--- config.mk ---
export PLATFORM = sky130hd
export DESIGN_NAME = priority_encoder_83_reg_flat
export DESIGN_NICKNAME = d
export VERILOG_FILES = /design/src/rtl/priority_encoder_83_reg_if.sv /design/src/rtl/priority_encoder_83_reg.sv /design/src/flat_wrapper.sv
export SDC_FILE = /design/constraint.sdc
export NUM_CORES = 1
export LEC_CHECK = 0
export CAP_MARGIN = 20
export CORE_AREA = 2 2 39 41
export CTS_CLUSTER_SIZE = 28
export DETAILED_ROUTE_END_ITERATION = 6
export DIE_AREA = 0 0 41 43
export MAX_ROUTING_LAYER = met4
export PLACE_DENSITY = 0.37
export SYNTH_ARGS = -nofsm -noshare
export SYNTH_HDL_FRONTEND = slang
export SYNTH_SLANG_ARGS = --single-unit
--- constraint.sdc ---
create_clock -name clk -period 1.1 [get_ports clk]
set_input_delay 0.33 -clock clk [delete_from_list [all_inputs] [get_ports clk]]
set_output_delay 0.33 -clock clk [all_outputs]
set_load 0.005 [all_outputs]
--- src/rtl/priority_encoder_83_reg_if.sv ---
// Request-vector / encoded-index bundle for the registered priority encoder.
//   data_in : request vector, driven by the requester (master)
//   out     : registered index of the highest set request bit, driven by the encoder (slave)
//   valid   : registered, 1 when any request bit was set, driven by the encoder (slave)
interface priority_encoder_83_reg_if #(
  parameter int unsigned IN_WIDTH  = 8,
  parameter int unsigned OUT_WIDTH = 3
);

  logic [IN_WIDTH-1:0]  data_in;
  logic [OUT_WIDTH-1:0] out;
  logic                 valid;

  modport master (
    output data_in,
    input  out,
    input  valid
  );

  modport slave (
    input  data_in,
    output out,
    output valid
  );

endinterface

--- src/rtl/priority_encoder_83_reg.sv ---
// Registered MSB-first priority encoder.
// Each rising edge captures the index of the highest set bit of data_in on
// out, and the OR of data_in on valid. Latency is one cycle, with one new
// input accepted every cycle. Downstream logic must qualify out with valid.
//   clk : rising-edge clock
//   rst : synchronous active-high reset; clears out and valid
//   bus : data_in in; out and valid registered out
module priority_encoder_83_reg #(
  parameter int unsigned IN_WIDTH  = 8,
  parameter int unsigned OUT_WIDTH = 3
) (
  input  logic                          clk,
  input  logic                          rst,
  priority_encoder_83_reg_if.slave      bus
);

  logic [OUT_WIDTH-1:0] out_d, out_q;
  logic                 valid_d, valid_q;

  // Scan from LSB to MSB. The last set bit seen wins, so higher bits take priority.
  always_comb begin
    out_d   = '0;
    valid_d = |bus.data_in;
    for (int unsigned i = 0; i < IN_WIDTH; i++) begin
      if (bus.data_in[i]) begin
        out_d = OUT_WIDTH'(i);
      end
    end
  end

  // Output register. Reset takes precedence over data_in.
  always_ff @(posedge clk) begin
    if (rst) begin
      out_q   <= '0;
      valid_q <= 1'b0;
    end else begin
      out_q   <= out_d;
      valid_q <= valid_d;
    end
  end

  assign bus.out   = out_q;
  assign bus.valid = valid_q;

endmodule

--- src/flat_wrapper.sv ---
// flat-port wrapper written by rule: the top's interface ports become plain ports
module priority_encoder_83_reg_flat 
#(
  parameter int unsigned IN_WIDTH  = 8,
  parameter int unsigned OUT_WIDTH = 3
)
  (clk, rst, bus_data_in, bus_out, bus_valid);
  priority_encoder_83_reg_if #(.IN_WIDTH(IN_WIDTH), .OUT_WIDTH(OUT_WIDTH)) bus_i ();
  input  logic clk;
  input  logic rst;
  input wire logic [$bits(bus_i.data_in)-1:0] bus_data_in;
  output wire logic [$bits(bus_i.out)-1:0] bus_out;
  output wire logic [$bits(bus_i.valid)-1:0] bus_valid;
  assign bus_i.data_in = bus_data_in;
  assign bus_out = bus_i.out;
  assign bus_valid = bus_i.valid;
  priority_encoder_83_reg #(.IN_WIDTH(IN_WIDTH), .OUT_WIDTH(OUT_WIDTH)) u_core (.clk(clk), .rst(rst), .bus(bus_i));
endmodule
# Yosys cells after proc, flatten, opt, wreduce, memory -nomap -nowiden
# Cells that the tools add are included.
[totals]
ff_bits = 4
input_bits = 10
out_inout_bits = 4
[op_classes]
mux = 7
reduce_logical = 1
[ops]
columns = ["op", "count"]
rows = [
  ["two-way mux 3 bit", 4],
  ["OR reduction 8 bit", 1],
  ["two-way mux 2 bit", 2],
  ["two-way mux 1 bit", 1],
]

# Depth between registers and ports, before layout
# Gate-level depths: netlist (run 1).
[logic_depth]
word_depth = 7
ltp_mapped = 3
ltp_nobuf = 3

# Worst setup path before layout (run 1)
# OpenSTA, ideal clock, no wires.
[synth_path]
path_type = "input to register"
startpoint = "input port bus_data_in[1]"
endpoint = "register u_core.valid_q (netlist: u_core.bus.valid)"
t_arrival_ns = 0.668
path_slack_ns = 0.302
stages = 2
path_buffers = 0
cell_sequence = "nor4_1 a31oi_1"
[synth_via]
elab_chain_cells = 1
[synth_rtl]
columns = ["element", "line", "text"]
rows = [
  ["start, declared", "flat_wrapper.sv:11", "input wire logic [$bits(bus_i.data_in)-1:0] bus_data_in;"],
  ["OR reduction 8 bit", "priority_encoder_83_reg.sv:23", "valid_d = |bus.data_in;"],
  ["end signal, assigned", "priority_encoder_83_reg.sv:38", "valid_q <= valid_d;"],
  ["end, declared", "priority_encoder_83_reg.sv:18", "logic valid_d, valid_q;"],
]
# Every way passes these cells.
# A chain may end at the register's enable or synchronous reset.

# Worst setup path after layout (run 1)
# Same ends and word-level chain as after synthesis.

==> qor.csv, run 1 <==
metric,value,unit
NetSw,83.47,µW
Inst Count DP,46,
largest net degree at the start of global routing,4,
"Net count, final",45,
area of the multi-input gates,86.33,µm²
fin crit share,97.71,%
"wirelength, routed",406,µm
max-cap violation count,0,
die width,41,µm
PortBufs,13,
Layout fillers,164,
first-pass GRT wire length,641,µm
"Net Count, Synth",26,
Routed WL per cell,8.286,µm
vias in the first global route,185,
Max VDD drop,0.2678,mV
"FF+latch count, synth",4,
"commonest non-fill, non-tap cell in the layout",clkdlybuf4s50_1,
critical path endpoint category,flop,
antenna diode count,0,
Critical Path Source Type,input pin,
Clk pwr share,42.0,%
Pwr Density,1181,nW/µm²
WHS Path Cells,2,
Die ar.,1763,µm²
Post-CTS Setup Repair Bufs,0,
register area share after synthesis,50.00,%
CTS buffer count,3,
area of the core,1384,µm²
initial core utilization,11.57,%
CTS root buf,clkbuf_4,
CP required,1.20,ns
pin slew with the least headroom to its limit,0.2312,ns
final worst slack,0.02517,ns
Tightest Hold Check Type,input pin to flop,
Final Setup Violations,0,
crit-path max FO,2,
Internal,330.4,µW
post-route minimum period,1.075,ns
row cnt,14,
Hold Slack,0.7524,ns
Post-Syn Instances,16,
post-layout util,25.32,%
Synth Warn #,0,
crit path DAT,1.17,ns
Reg area,80.08,µm²
Remaining DRCs,0,
Routed Antenna Nets,0,
Slew HR,84.42,%
Clock Sinks,4,
Yosys cell types,12,
fmax,0.9304,GHz
drt pass-1 iters,1,
Place WS,-0.2552,ns
initial antenna violation count,0,
"CTS clk-pin slew, worst paths",0.03,ns
RSZ-0062 raised after global routing,no,
outcome,"complete, no violations",
Crit Path Class,input pin to flop,
Flop pwr share,38.2,%
initial DRC count,0,
final std cells w/o fill,49,
leakage power,0.0001350,µW
share of cells above drive strength 1,27.27,%
DP HPWL,341.4,µm
Switching Fraction,20.17,%
via count,184,
RePlAce Congestion,0.6020,
final slew viol count,0,
"Avg Cell Area, Syn",10.01,µm²
clk buf depth,2,
combinational share of power,19.9,%
CTS Hold Bufs,0,
I/O Pins,14,
Fin. Hold Viols,0,
grt ovf,0,
Mapped Area,160.2,µm²
Avg Vias per Cell,3.755,
synthesis-to-finish area growth,118.7,%
"commonest cells after routing, fill and taps aside","clkdlybuf4s50_1 (9), clkdlybuf4s15_1 (4), dfxtp_1 (4), clkbuf_4 (3), a21oi_2 (2)",
CTS tree,yes,
H-tree depth,1,
Die Y,43,µm
GRT Total Usage,6.070,%
==> critical path, stage by stage <==
cell and delay (ns):
clkdlybuf4s50_1 0.45, nor4_2 0.28, a31oi_1 0.11
==> state kept, by name (all words and copies together) (netlist names) <==
| register | cells |
|---|---|
| u_core.bus.valid | 1 |
| u_core.bus.out | 3 |
==> Yosys cell counts <==
library cell	instances	area (µm²)
a21oi_1	2	10.01
a21oi_2	1	8.760
a31oi_1	1	6.260
dfxtp_1	4	80.08
inv_1	1	3.750
nor2_1	1	3.750
nor2_2	1	6.260
nor2b_1	1	6.260
nor4_1	1	6.260
o21ai_1	1	5.000
o21bai_1	1	7.510
o41ai_2	1	16.27
==> cell type report <==
type	count	share of cell area, %
timing repair buffer	14	39.29
sequential	4	22.86
clock buffer	3	6.429
inverter	1	1.071
tap	16	5.714
multi-input combinational	11	24.64
==> metal layers <==
metal	track usage (%)	part of all wire, %	vias up
li1	-	-	93
met1	5.145	40	77
met2	8.750	44	14
met3	3.141	15	0
met4	6.000	0	0
met5	-	0	-
==> logic make-up after synthesis <==
kind of cell,after synthesis,synth area share (%)
AO/OA/AOI/OAI,7,33.60
buffers and inverters,1,2.342
flip-flops,4,50.00
AND/OR/NAND/NOR,4,14.07
==> power groups by stage <==
stage          combinational [µW]  clock (µW)  sequential (µW)
2_1_floorplan                17.9           0              162
3_3_place_gp                 84.0           0              160
3_5_place_dp                 84.5           0              160
4_1_cts                      81.7         188              158
5_1_grt                      89.9         195              158
6_report                     82.2         174              158
==> final timing paths <==
path                      startpoint           endpoint  slack (ns)
worst max-delay path  bus_data_in[1]   u_core.bus.valid        0.03
worst min-delay path  bus_data_in[4]  u_core.bus.out[0]        0.75
==> repair_timing <==
item,4_1_cts,5_1_grt
setup endpoints to repair,5,1
pin swaps,0,0
resized for setup,9,1
==> metrics by stage <==
step | TNS (ns) | power (µW) | cell area (µm²)
floorplan | 0 | 179.9 | 160.2
global placement | -0.6587 | 244.3 | 317.8
detailed placement | -0.7295 | 244.7 | 317.8
CTS | 0 | 427.6 | 346.6
global route | 0 | 443.1 | 350.3
finish | 0 | 413.9 | 350.3
Note: power is estimated with default switching activity, not from simulation.
==> run 2, diff against run 1 <==
--- a/config.mk
+++ b/config.mk
@@ -5,13 +5,15 @@
 export SDC_FILE = /design/constraint.sdc
 export NUM_CORES = 1
 export LEC_CHECK = 0
+export ABC_AREA = 1
 export CAP_MARGIN = 20
 export CORE_AREA = 2 2 39 41
 export CTS_CLUSTER_SIZE = 28
 export DETAILED_ROUTE_END_ITERATION = 6
 export DIE_AREA = 0 0 41 43
+export DONT_BUFFER_PORTS = 1
 export MAX_ROUTING_LAYER = met4
-export PLACE_DENSITY = 0.37
+export PLACE_DENSITY = 0.3
 export SYNTH_ARGS = -nofsm -noshare
 export SYNTH_HDL_FRONTEND = slang
 export SYNTH_SLANG_ARGS = --single-unit
==> qor.csv, run 2 <==
metric,value,unit,change
post-route minimum period,0.8769,ns,was 1.075 ns
Max VDD drop,0.3002,mV,was 0.2678 mV
initial antenna violation count,0,,unchanged
first-pass GRT wire length,496,µm,was 641 µm
RSZ-0062 raised after global routing,no,,unchanged
CP required,0.77,ns,was 1.20 ns
worst setup path startpoint,u_core.bus.out[1],,was bus_data_in[1]
PortBufs,0,,was 13
Crit Path Class,flop to output pin,,was input pin to flop
Tightest Hold Check Type,input pin to flop,,unchanged
Synth Area in Adders,0,%,unchanged
crit-path max FO,1,,was 2
synthesis-to-finish area growth,24.46,%,was 118.7%
Synth area leaders,"dfxtp_1 (46%), inv_1 (11%), nand2_1 (11%)",,"was dfxtp_1 (50%), o41ai_2 (10%), a21oi_1 (6.3%)"
leakage power,0.0001037,µW,was 0.0001350 µW
total power,358.0,µW,was 413.9 µW
fin crit share,79.72,%,was 97.71%
"CTS clk-pin slew, worst paths",0.04,ns,was 0.03 ns
antenna diode count,0,,unchanged
fraction of registers with async set/reset,0,%,unchanged
"area leader, netlist",dfxtp_1,,unchanged
CTS root buf,clkbuf_4,,unchanged
Compound-Gate Fraction of Synth Area,23.02,%,was 33.59%
Avg Vias per Cell,3.317,,was 3.755
share of the synthesized area in the top cell type,46.04,%,was 50.00%
H-tree depth,1,,unchanged
"Avg Cell Area, Syn",7.905,µm²,was 10.01 µm²
CP Depth,0,,was 3
Post-CTS Setup Repair Bufs,0,,unchanged
register area share after synthesis,46.04,%,was 50.00%
CTS tree,yes,,unchanged
main combinational cell family by area after synthesis,compound AO/OA/AOI/OAI gates,,unchanged
Pwr Density,1654,nW/µm²,was 1181 nW/µm²
GRT Total Usage,4.312,%,was 6.070%
largest net degree at the start of global routing,5,,was 4
Die ar.,1763,µm²,unchanged
Die Y,43,µm,unchanged
Largest register FFs,3,,unchanged
Yosys cell types,11,,was 12
RePlAce Congestion,0.5863,,was 0.6020
final slew viol count,0,,unchanged
mux contribution to synthesized area,0,%,unchanged
Clock Sinks,4,,unchanged
share of cells above drive strength 1,28.00,%,was 27.27%
grt ovf,0,,unchanged
Slew HR,76.16,%,was 84.42%
initial DRC count,0,,unchanged
initial core utilization,12.57,%,was 11.57%
vias in the first global route,119,,was 185
max-cap violation count,0,,unchanged
CTS resizes,0,,was 9
capture point of the worst path,bus_out[1],,was u_core.bus.valid
"wirelength, routed",337,µm,was 406 µm
Remaining DRCs,0,,unchanged
via count,136,,was 184
Mapped Area,173.9,µm²,was 160.2 µm²
Critical Path Source Type,flop,,was input pin
sum of negative setup slack,0,ns,unchanged
"FF+latch count, synth",4,,unchanged
"Net Count, Synth",32,,was 26
row cnt,14,,unchanged
Post-Synth XOR/XNOR Area,0,%,unchanged
drt pass-1 iters,1,,unchanged
Final Setup Violations,0,,unchanged
area of the core,1384,µm²,unchanged
Post-synth EDFFs,0,,unchanged
Post-Syn Instances,22,,was 16
clk buf depth,2,,unchanged
CTS buffer count,3,,unchanged
CTS Hold Bufs,0,,unchanged
I/O Pins,14,,unchanged
Synth Warn #,0,,unchanged
Fin. Hold Viols,0,,unchanged
crit path DAT,0.55,ns,was 1.17 ns
"Net count, final",37,,was 45
dominant synthesized flop cell,dfxtp_1,,unchanged
outcome,"complete, no violations",,unchanged
"commonest cells after routing, fill and taps aside","inv_1 (5), nand2_1 (5), dfxtp_1 (4), clkbuf_4 (3)",,"was clkdlybuf4s50_1 (9), clkdlybuf4s15_1 (4), dfxtp_1 (4), clkbuf_4 (3), a21oi_2 (2)"
fmax,1.140,GHz,was 0.9304 GHz
critical path endpoint category,output pin,,was flop
Routed WL per cell,8.220,µm,was 8.286 µm
synth cell count leaders,"inv_1 (5), nand2_1 (5), dfxtp_1 (4)",,"was dfxtp_1 (4), a21oi_1 (2)"
pin slew with the least headroom to its limit,0.3543,ns,was 0.2312 ns
simple-gate area share of the yosys netlist,17.99,%,was 14.06%
die width,41,µm,unchanged
Routed Antenna Nets,0,,unchanged
run 2: changes by cell type in the layout (fill, tap and decap cells not counted), moves of 4 or more:
cell,previous run,this run
clkdlybuf4s15_1,4,0
clkdlybuf4s50_1,9,0
nand2_1,0,5
inv_1,1,5
run 2: kinds of logic (layout without fill, tap and decap cells):
| group | after synthesis | in the layout |
|---|---|---|
| AND/OR/NAND/NOR | 7 | 7 |
| AO/OA/AOI/OAI | 5 | 5 |
| flip-flops | 4 | 4 |
| buffers and inverters | 6 | 9 |
run 2: final cells by class:
cell class	count	area, µm²
Sequential cell	4	80.08
Inverter	6	22.52
Fill cell	159	1167
Tap cell	16	20.02
Multi-Input combinational cell	12	71.32
Clock buffer	3	22.52
run 2: power breakdown:
group / switching (µW) / leakage (µW) / internal [µW]
logic: 14.0 / 0.0000563 / 11.5
clock network: 50.5 / 0.0000138 / 121
registers: 4.48 / 0.0000336 / 156
total: 69.0 / 0.000104 / 289
run 2: worst min-delay path by stage:
stage / from / endpoint / slack, ns / depth (start not counted)
CTS: rst / u_core.bus.out[0] / 0.16 / 1
detailed placement: rst / u_core.bus.out[0] / 0.40 / 1
floorplan: rst / u_core.bus.out[0] / 0.39 / 1
global placement: rst / u_core.bus.out[0] / 0.40 / 1
finish: rst / u_core.bus.out[0] / 0.16 / 1
global route: rst / u_core.bus.out[0] / 0.16 / 1
run 2: metrics by stage:
step / cell area [µm²] / setup slack (ns) / instances / util, % / hold WS [ns]
4_1_cts: 216.5 / 0.2117 / 41 / 15.64 / 0.1567
2_1_floorplan: 173.9 / 0.3179 / 22 / - / 0.3924
3_3_place_gp: 193.9 / 0.2705 / 38 / 14.01 / 0.3981
3_5_place_dp: 193.9 / 0.2189 / 38 / 14.01 / 0.3993
6_report: 216.5 / 0.2231 / 41 / 15.64 / 0.1640
5_1_grt: 216.5 / 0.1878 / 41 / 15.64 / 0.1561
run 2: routing by layer:
layer | GRT usage (%) | vias up | part of all wire, %
met2 | 3.750 | 14 | 22
met1 | 7.348 | 46 | 53
met5 | - | - | 0
met3 | 3.665 | 0 | 26
li1 | - | 76 | -
met4 | 0 | 0 | 0
==> run 3, diff against run 2 <==
==> constraint.sdc (replaced) <==
create_clock -name clk -period 0.8 [get_ports clk]
set_input_delay 0.24 -clock clk [delete_from_list [all_inputs] [get_ports clk]]
set_output_delay 0.24 -clock clk [all_outputs]
set_load 0.005 [all_outputs]
==> qor.csv, run 3 (synthesis results as in run 2) <==
metric,value,unit,change
outcome,"complete, no violations",,unchanged
Area after DPL,193.9,µm²,unchanged
Largest register FFs,3,,unchanged
Avg Vias per Cell,3.317,,unchanged
H-tree depth,1,,unchanged
initial core utilization,12.57,%,unchanged
CP required,0.56,ns,was 0.77 ns
Layout fillers,156,,was 159
final instance area,221.5,µm²,was 216.5 µm²
Max VDD drop,0.4126,mV,was 0.3002 mV
post-route minimum period,0.7810,ns,
first-pass GRT wire length,496,µm,unchanged
post-layout util,16.00,%,was 15.64%
Crit Path Class,flop to output pin,,unchanged
grt ovf,0,,unchanged
synthesis-to-finish area growth,27.34,%,was 24.46%
Final Setup Violations,0,,unchanged
Pwr Density,2234,nW/µm²,was 1654 nW/µm²
Routed WL per cell,8.220,µm,unchanged
largest net degree at the start of global routing,5,,unchanged
initial antenna violation count,0,,unchanged
final slew viol count,0,,unchanged
Post-CTS Setup Repair Bufs,0,,unchanged
Clock Sinks,4,,unchanged
row cnt,14,,unchanged
die width,41,µm,unchanged
Critical Path Source Type,flop,,unchanged
RePlAce Congestion,0.5863,,unchanged
I/O Pins,14,,unchanged
via count,136,,unchanged
vias in the first global route,119,,unchanged
"wirelength, routed",337,µm,unchanged
CTS tree,yes,,unchanged
Die Y,43,µm,unchanged
share of cells above drive strength 1,44.00,%,was 28.00%
crit path DAT,0.54,ns,was 0.55 ns
CTS resizes,0,,unchanged
area of the core,1384,µm²,unchanged
Tightest Hold Check Type,input pin to flop,,unchanged
CTS buffer count,3,,unchanged
Remaining DRCs,0,,unchanged
critical path endpoint category,output pin,,unchanged
initial DRC count,0,,unchanged
leakage power,0.0001038,µW,was 0.0001037 µW
PortBufs,0,,unchanged
CTS root buf,clkbuf_4,,unchanged
fmax,1.280,GHz,
CTS Hold Bufs,0,,unchanged
"commonest cells after routing, fill and taps aside","inv_1 (5), nand2_1 (5), dfxtp_2 (4), clkbuf_4 (3)",,"was inv_1 (5), nand2_1 (5), dfxtp_1 (4), clkbuf_4 (3)"
clk buf depth,2,,unchanged
"CTS clk-pin slew, worst paths",0.04,ns,about the same
fin crit share,97.62,%,
max-cap violation count,0,,unchanged
antenna diode count,0,,unchanged
crit-path max FO,1,,unchanged
RSZ-0062 raised after global routing,yes,,was no
Slew HR,76.16,%,unchanged
Fin. Hold Viols,0,,unchanged
"Net count, final",37,,unchanged
Routed Antenna Nets,0,,unchanged
Die ar.,1763,µm²,unchanged
drt pass-1 iters,1,,unchanged
pin slew with the least headroom to its limit,0.3543,ns,unchanged
GRT Total Usage,4.312,%,unchanged
==> run 3: through the flow <==
stage	instances	TNS, ns	worst slack, ns	hold slack, ns	power (µW)
6_report	41	0	0.01900	0.06681	494.7
5_1_grt	41	-0.008913	-0.008913	0.05889	530.8
4_1_cts	41	0	0.001735	0.06672	507.8
3_5_place_dp	38	0	0.008931	0.3093	259.7
3_3_place_gp	38	0	0.06055	0.3081	258.9
2_1_floorplan	22	0	0.1079	0.3024	252.5
==> run 3: cell type report <==
cell class                 instances  area, µm²  share of cell area, %
clock buffer                       3      22.52                  10.17
inverter                           6      22.52                  10.17
multi-input combinational         12      71.32                  32.20
sequential                         4      85.08                  38.42
tap                               16      20.02                  9.040
==> run 3: path summary, 6_finish.rpt <==
| check | start | end | slack, ns | depth (start not counted) |
|---|---|---|---|---|
| setup / recovery | u_core.bus.out[1] | bus_out[1] | 0.02 | 0 |
| hold / removal | rst | u_core.bus.out[0] | 0.07 | 1 |
==> run 3: layer usage <==
| layer | GRT usage [%] | vias to the layer above | wire, µm |
|---|---|---|---|
| li1 | - | 76 | - |
| met1 | 7.348 | 46 | 176 |
| met2 | 3.750 | 14 | 73 |
| met3 | 3.665 | 0 | 88 |
| met4 | 0 | 0 | 0 |
| met5 | - | - | 0 |
==> run 3: report_power, final <==
group	internal (µW)	total [µW]	switching, µW
Sequential	217	223	6.18
Combinational	15.8	35.0	19.2
Clock	167	236	69.3
Total	400	495	94.7
